$ cat src/rtl/if_id_register.sv
// IF/ID pipeline register: captures fetched instruction + PC+4 and slices decode fields for ID.
// Latency: one cycle from if_* inputs to all id_* outputs; field decode is combinational off the register.
// Backpressure: stall holds contents, flush inserts a NOP bubble (flush wins); IF_ID_STALL_COUNTER_EN adds stall_cycles.
module if_id_register (
  input  logic        clk,
  input  logic        rst_n,
  input  logic [31:0] if_instruction,
  input  logic [31:0] if_pc_plus4,
  input  logic        if_valid,
  input  logic        stall,
  input  logic        flush,
  output logic [31:0] id_instruction,
  output logic [31:0] id_pc_plus4,
  output logic        id_valid,
  output logic [5:0]  id_opcode,
  output logic [4:0]  id_rs,
  output logic [4:0]  id_rt,
  output logic [4:0]  id_rd,
  output logic [4:0]  id_shamt,
  output logic [5:0]  id_funct,
  output logic [15:0] id_immediate,
  output logic [25:0] id_jump_target,
`ifdef IF_ID_STALL_COUNTER_EN
  output logic [31:0] stall_cycles,
`endif
  output logic        id_extension_type
);

  // All-zero word decodes as sll $0,$0,0, so it doubles as the bubble.
  localparam logic [31:0] NOP_INSTR = 32'h0000_0000;

  localparam logic [5:0] OP_ANDI = 6'h0C;
  localparam logic [5:0] OP_ORI  = 6'h0D;
  localparam logic [5:0] OP_XORI = 6'h0E;
  localparam logic [5:0] OP_LUI  = 6'h0F;

  logic [31:0] instr_q;
  logic [31:0] pc_q;
  logic        valid_q;

  // Pipeline register: flush beats stall, stall beats load.
  always_ff @(posedge clk or negedge rst_n) begin
    if (!rst_n) begin
      instr_q <= 32'h0;
      pc_q    <= 32'h0;
      valid_q <= 1'b0;
    end else if (flush) begin
      instr_q <= NOP_INSTR;
      pc_q    <= 32'h0;
      valid_q <= 1'b0;
    end else if (!stall) begin
      // Invalid slots are still captured; ID gates on id_valid.
      instr_q <= if_instruction;
      pc_q    <= if_pc_plus4;
      valid_q <= if_valid;
    end
  end

`ifdef IF_ID_STALL_COUNTER_EN
  logic [31:0] stall_cnt_q;

  // Saturating count of edges that actually held the register (a flush does not count).
  always_ff @(posedge clk or negedge rst_n) begin
    if (!rst_n) begin
      stall_cnt_q <= 32'h0;
    end else if (stall && !flush && (stall_cnt_q != 32'hFFFF_FFFF)) begin
      stall_cnt_q <= stall_cnt_q + 32'd1;
    end
  end

  assign stall_cycles = stall_cnt_q;
`endif

  assign id_instruction = instr_q;
  assign id_pc_plus4    = pc_q;
  assign id_valid       = valid_q;
  assign id_opcode      = instr_q[31:26];
  assign id_rs          = instr_q[25:21];
  assign id_rt          = instr_q[20:16];
  assign id_rd          = instr_q[15:11];
  assign id_shamt       = instr_q[10:6];
  assign id_funct       = instr_q[5:0];
  assign id_immediate   = instr_q[15:0];
  assign id_jump_target = instr_q[25:0];

  // Logical immediates and LUI zero-extend; everything else (bubble included) sign-extends.
  always_comb begin
    id_extension_type = 1'b1;
    case (instr_q[31:26])
      OP_ANDI, OP_ORI, OP_XORI, OP_LUI: id_extension_type = 1'b0;
      default:                          id_extension_type = 1'b1;
    endcase
  end

endmodule

$ cat config.mk
export PLATFORM = sky130hd
export DESIGN_NAME = if_id_register
export DESIGN_NICKNAME = d
export VERILOG_FILES = /design/src/rtl/if_id_register.sv
export SDC_FILE = /design/constraint.sdc
export NUM_CORES = 1
export LEC_CHECK = 0
export CORE_ASPECT_RATIO = 1.1
export CORE_UTILIZATION = 39
export CTS_BUF_LIST = sky130_fd_sc_hd__clkbuf_16
export CTS_CLUSTER_DIAMETER = 50
export CTS_CLUSTER_SIZE = 14
export DETAILED_ROUTE_END_ITERATION = 7
export PLACE_DENSITY_LB_ADDON = 0.12
export SYNTH_ARGS = -nofsm -noshare
export SYNTH_HDL_FRONTEND = slang
export SYNTH_SLANG_ARGS = --single-unit
$ cat constraint.sdc
create_clock -name clk -period 1.86 [get_ports clk]
set_input_delay 0.279 -clock clk [delete_from_list [all_inputs] [get_ports clk]]
set_output_delay 0.279 -clock clk [all_outputs]
set_load 0.1 [all_outputs]
==> impl_metrics.tcl, run 1 <==
set metrics [dict create \
    status "completed" \
    finClkSkew_ns 0 \
    finalNetCount 493 \
    r2r_end "id_instruction[8]" \
    fin_setup_tns_ns 0 \
    post-route-period-util_pct 83.78 \
    htree_levels 3 \
    critPathArrivalTime_ns 1.28 \
    hold_depth 3 \
    power_switching_mw 2.154 \
    fmax_ghz 0.6417 \
    finalSetupViolCount 0 \
    numCtsBuffers 9 \
    min-delay-start "flush" \
    fp.dieW_um 88.80 \
    post-place-ws_ns 0.5172 \
    drive_gt1_share_pct 38.46 \
    vias_per_cell 4.413 \
    syn_nets 354 \
    wl_met2_um 3482 \
    switching_share_pct 38.73 \
    wl_um 7139 \
    yosysWarnings 0 \
    cts_tree "yes" \
    slew_viol_final 0 \
    clock_power_share_pct 36.0 \
    ys_types 10 \
    finalHoldViolations 0 \
    synth_area_sq_mm 0.003232 \
    cpPeakStageDelay_ns 0.44 \
    numPortBuffers 208 \
    synth_area_leaders "dfrtp_1 (50%), mux2i_1 (20%), buf_4 (17%)" \
    initial_core_util_pct 40.63 \
    critPathBufInv 1 \
    vdd_ir_drop_max_v 0.0005015 \
    grt_max_degree 66 \
    antenna_found_initial 0 \
    cp_top_family "flip-flops" \
    avgSynthCellArea_sq_um 11.34 \
    crit_slowest_cell "dfrtp_1" \
    required_ns 1.58 \
    r2r_cells 2 \
    path_clk_slew_ns 0.05 \
    startpoint_type "register" \
    cts_setup_buffers 0 \
    grtUsageTotal_pct 16.24 \
    cts_sinks 65 \
    num_vias 2370 \
    hold_path.class "in2reg" \
    ff_latch_area_sq_mm 0.001627 \
    layout_setup_ws_ns 0.3016 \
    ys_ff_latch 65 \
    clk_latency_ns 0.31 \
    rows 34 \
    dr_wl_met3_um 660 \
    postRouteAntennaNets 0 \
    p_seq_share_pct 28.3 \
    m1WireLength_um 2935 \
    crit_path_end_kind "output pin" \
    die_area_sq_mm 0.008655 \
    synth_top_cell_by_area "dfrtp_1" \
    multi_input_area_sq_um 915.9 \
    wl_per_cell_um 13.29 \
    crit_path_max_fanout 4 \
    die_h_um 97.48 \
    maxCapViolCount 0 \
    fillers 654 \
    place_congestion 0.6591 \
    hpwl_um 5265 \
    seq_area_frac_synth_pct 50.33 \
    rsz0062_at_grt "false" \
    p_comb_share_pct 35.7 \
    grt_pass1_wl_um 10580 \
    cp_cell_sequence "nor2_1, nand3_4, buf_12" \
    p_int_mw 3.408 \
    diodes 0 \
    critPathKind "reg2out" \
    synth_top_area_share_pct 50.33 \
    grt_pass1_vias 2135 \
    post-route-min-period_ns 1.558 \
    leakage_nw 2.652 \
    clk_path_buf_depth 2 \
    core_area_sq_mm 0.007955 \
    root_buffer "clkbuf_16" \
    reg2reg_setup_slack_ns 0.95 \
    drc 0 \
    dr.pass1.iters 4 \
    tightest_slew_ns 0.4227 \
    synth_cells 285 \
    critical_path_depth 3 \
    cellPowerDensity_mw_per_mm2 1102 \
    slew_headroom_pct 71.82 \
    crit-reg2reg-launch "id_instruction[8]" \
    min_to "id_instruction[31]" \
    drt_iter0_markers 40 \
    overflow 0 \
    top_layer "met4" \
    synthToLayoutAreaGrowth_pct 56.10 \
    ioPinCount 209 \
]
[synth_stat cells]
library cell / count
mux2i_1: 65
clkbuf_1: 2
buf_4: 75
buf_12: 5
nor2_1: 66
nand3_1: 1
buf_1: 4
buf_2: 1
dfrtp_1: 65
buf_6: 1
[worst max path at each step]
stage,from,slack [ns],end
floorplan,id_instruction[28],0.12,id_extension_type
global placement,stall,0.57,id_pc_plus4[26]
detailed placement,stall,0.52,id_pc_plus4[9]
CTS,id_instruction[31],0.26,id_extension_type
global route,id_instruction[31],0.25,id_extension_type
finish,id_instruction[31],0.30,id_extension_type
[power groups by stage]
stage	clock [mW]	sequential [mW]	combinational (mW)
after floorplan	0	2.17	1.02
after global placement	0	1.60	1.99
after detailed placement	0	1.60	1.99
after CTS	2.05	1.58	2.00
after global routing	2.11	1.59	2.04
final	2.00	1.58	1.98
[per-layer routing]
layer  vias up  global-route usage, %
li1       1128                      -
met1      1103                  20.20
met2       133                  26.21
met3         6                  5.777
met4         0                  4.839
met5         -                      0
[through the flow]
stage | hold slack [ns] | power [mW] | cells | area [sq um] | utilization (%)
global route | 0.4656 | 5.745 | 537 | 5045 | 63.42
CTS | 0.4468 | 5.624 | 537 | 5045 | 63.42
floorplan | -0.01659 | 3.184 | 285 | 3244 | -
detailed placement | 0.3254 | 3.594 | 520 | 4674 | 58.76
global placement | 0.3232 | 3.584 | 520 | 4674 | 58.76
finish | 0.4505 | 5.562 | 537 | 5045 | 63.42
[registers in the layout, indices dropped and copies added (netlist names)]
name / count
id_instruction: 32
id_pc_plus4: 32
id_valid: 1
[cell type report]
class,count,area share (%)
multi-input combinational,132,18.15
timing repair buffer,216,39.78
clock inverter,7,2.679
sequential,65,32.24
clock buffer,9,4.464
tap,108,2.679
[logic make-up after synthesis]
group	Yosys count	synth area share (%)
buffers and inverters	88	21.72
DFF	65	50.33
muxes	65	20.13
and+or+nand+nor	67	7.820
[worst register-to-register path: cells and delay by family (launching register included)]
family           cells  cell delay (ns)
DFF                  1             0.60
muxes                1             0.14
and+or+nand+nor      1             0.10
[what timing repair did]
action                    CTS  global route
hold endpoints to repair   53             0
gates resized for setup     0             0
hold buffers                1             0
[cell usage in the layout, fill, tap and decap left out]
master	netlist	layout
mux2i_1	65	65
inv_1	0	2
nand3_4	0	1
clkdlybuf4s50_1	0	65
nor2_1	66	66
bufinv_16	0	4
buf_4	75	130
clkbuf_16	0	9
buf_2	1	2
dlygate4sd3_1	0	1
clkinvlp_4	0	1
dfrtp_1	65	65
buf_12	5	18
(Power assumes the default switching activity.)
==> inputs of run 2 (changes only) <==
--- a/config.mk
+++ b/config.mk
@@ -6,7 +6,7 @@
 export NUM_CORES = 1
 export LEC_CHECK = 0
 export CORE_ASPECT_RATIO = 1.1
-export CORE_UTILIZATION = 39
+export CORE_UTILIZATION = 37
 export CTS_BUF_LIST = sky130_fd_sc_hd__clkbuf_16
 export CTS_CLUSTER_DIAMETER = 50
 export CTS_CLUSTER_SIZE = 14
==> constraint.sdc (replaced) <==
create_clock -name clk -period 1.6 [get_ports clk]
set_input_delay 0.24 -clock clk [delete_from_list [all_inputs] [get_ports clk]]
set_output_delay 0.24 -clock clk [all_outputs]
set_load 0.1 [all_outputs]
==> impl_metrics.tcl, run 2 (synthesized netlist as in run 1, its figures left out) <==
set metrics [dict create \
    numPortBuffers 208 \
    post-route-period-util_pct 93.29 \
    leakage_nw 3.012 \
    cts_sinks 65 \
    drt_iter0_markers 80 \
    ctsHoldBuffers 1 \
    required_ns 1.36 \
    numCtsBuffers 9 \
    diodes 0 \
    finalNetCount 492 \
    rsz0062_at_grt "false" \
    place_congestion 0.7046 \
    fmax_ghz 0.6699 \
    grt_pass1_wl_um 13940 \
    vias_per_cell 4.512 \
    hold_path.class "in2reg" \
    hpwl_um 6959 \
    root_buffer "clkbuf_16" \
    crit_path_end_kind "output pin" \
    grt_pass1_vias 2602 \
    cp_cell_sequence "nor2_1, nand3_4, buf_12" \
    htree_levels 3 \
    fp.dieW_um 91.11 \
    overflow 0 \
    layout_setup_ws_ns 0.1073 \
    initial_core_util_pct 38.44 \
    status "completed" \
    wl_um 8847 \
    final_common_cell "buf_12" \
    slew_viol_final 0 \
    ioPinCount 209 \
    core_area_sq_mm 0.008408 \
    critPathArrivalTime_ns 1.25 \
    final_core_util_pct 78.56 \
    grtUsageTotal_pct 19.87 \
    rows 35 \
    post-route-min-period_ns 1.493 \
    tightest_slew_ns 0.3780 \
    startpoint_type "register" \
    cts_tree "yes" \
    post-place-ws_ns 0.4397 \
    cpPeakStageDelay_ns 0.45 \
    drive_gt1_share_pct 42.99 \
    postRouteAntennaNets 0 \
    drc 0 \
    grt_max_degree 66 \
    finalSetupViolCount 0 \
    die_h_um 100.0 \
    cts_resized 0 \
    wl_per_cell_um 16.41 \
    die_area_sq_mm 0.009113 \
    maxCapViolCount 0 \
    final_cell_mix "buf_12 (145), nor2_1 (66), mux2i_1 (65), clkdlybuf4s50_1 (65), dfrtp_1 (45)" \
    path_clk_slew_ns 0.05 \
    cts_setup_buffers 0 \
    clk_latency_ns 0.32 \
    antenna_found_initial 0 \
    finalHoldViolations 0 \
    crit_path_max_fanout 4 \
    finClkSkew_ns 0 \
    clk_path_buf_depth 2 \
    vdd_ir_drop_max_v 0.0006941 \
    fin_setup_tns_ns 0 \
    critPathKind "reg2out" \
    num_vias 2432 \
    slew_headroom_pct 74.80 \
    synthToLayoutAreaGrowth_pct 104.4 \
    crit_slowest_cell "dfrtp_2" \
    hold_slack_ns 0.3144 \
    cellPowerDensity_mw_per_mm2 1023 \
    dr.pass1.iters 4 \
]
==> run 2: cell count changes in the layout (fill, tap and decap cells not counted), sizes merged <==
cell / delta
buf: -1
bufinv: -2
clkinv: +4
inv: -2
==> run 2: layout make-up <==
cell class	instances	area (sq um)
Clock buffer	9	225.2
Clock inverter	7	85.08
Fill cell	500	1803
Multi-Input combinational cell	132	915.9
Sequential cell	65	1652
Tap cell	111	138.9
Timing Repair Buffer	215	3588
==> run 2: power breakdown <==
part	leakage (nW)	switching, mW	internal (mW)
Combinational	2.03	1.77	1.01
Clock	0.150	0.687	1.35
Sequential	0.834	0.196	1.74
Total	3.01	2.66	4.10
==> run 2: critical path: cells and delay by family, from the launching register on <==
| kind | cells | cell delay [ns] |
|---|---|---|
| buf+inv | 1 | 0.17 |
| flops | 1 | 0.45 |
| simple gates | 2 | 0.31 |
==> run 2: final timing paths <==
path | slack, ns | endpoint | cells past startpoint | from
worst max register to register | 0.72 | id_instruction[15] | 2 | id_instruction[15]
min in group asynchronous | 0.38 | id_pc_plus4[22] | 2 | rst_n
worst max-delay path | 0.11 | id_extension_type | 3 | id_instruction[31]
worst min register to register | 0.59 | id_pc_plus4[21] | 2 | id_pc_plus4[21]
max in group asynchronous | 0.72 | id_instruction[10] | 3 | rst_n
worst min-delay path | 0.31 | id_instruction[22] | 3 | stall
==> run 2: per-layer routing <==
layer / track usage, % / vias up / wire (um)
met5: 0 / - / 0
met4: 6.960 / 0 / 101
met3: 7.803 / 8 / 787
met2: 34.56 / 137 / 4526
met1: 22.24 / 1165 / 3432
li1: - / 1122 / -
==> run 2: per-stage QoR <==
step / power, mW / std cells / cell area, sq um
floorplan: 3.706 / 285 / 3269
global placement: 4.729 / 522 / 6285
detailed placement: 4.765 / 522 / 6285
CTS: 6.819 / 539 / 6605
global route: 6.960 / 539 / 6605
finish: 6.755 / 539 / 6605
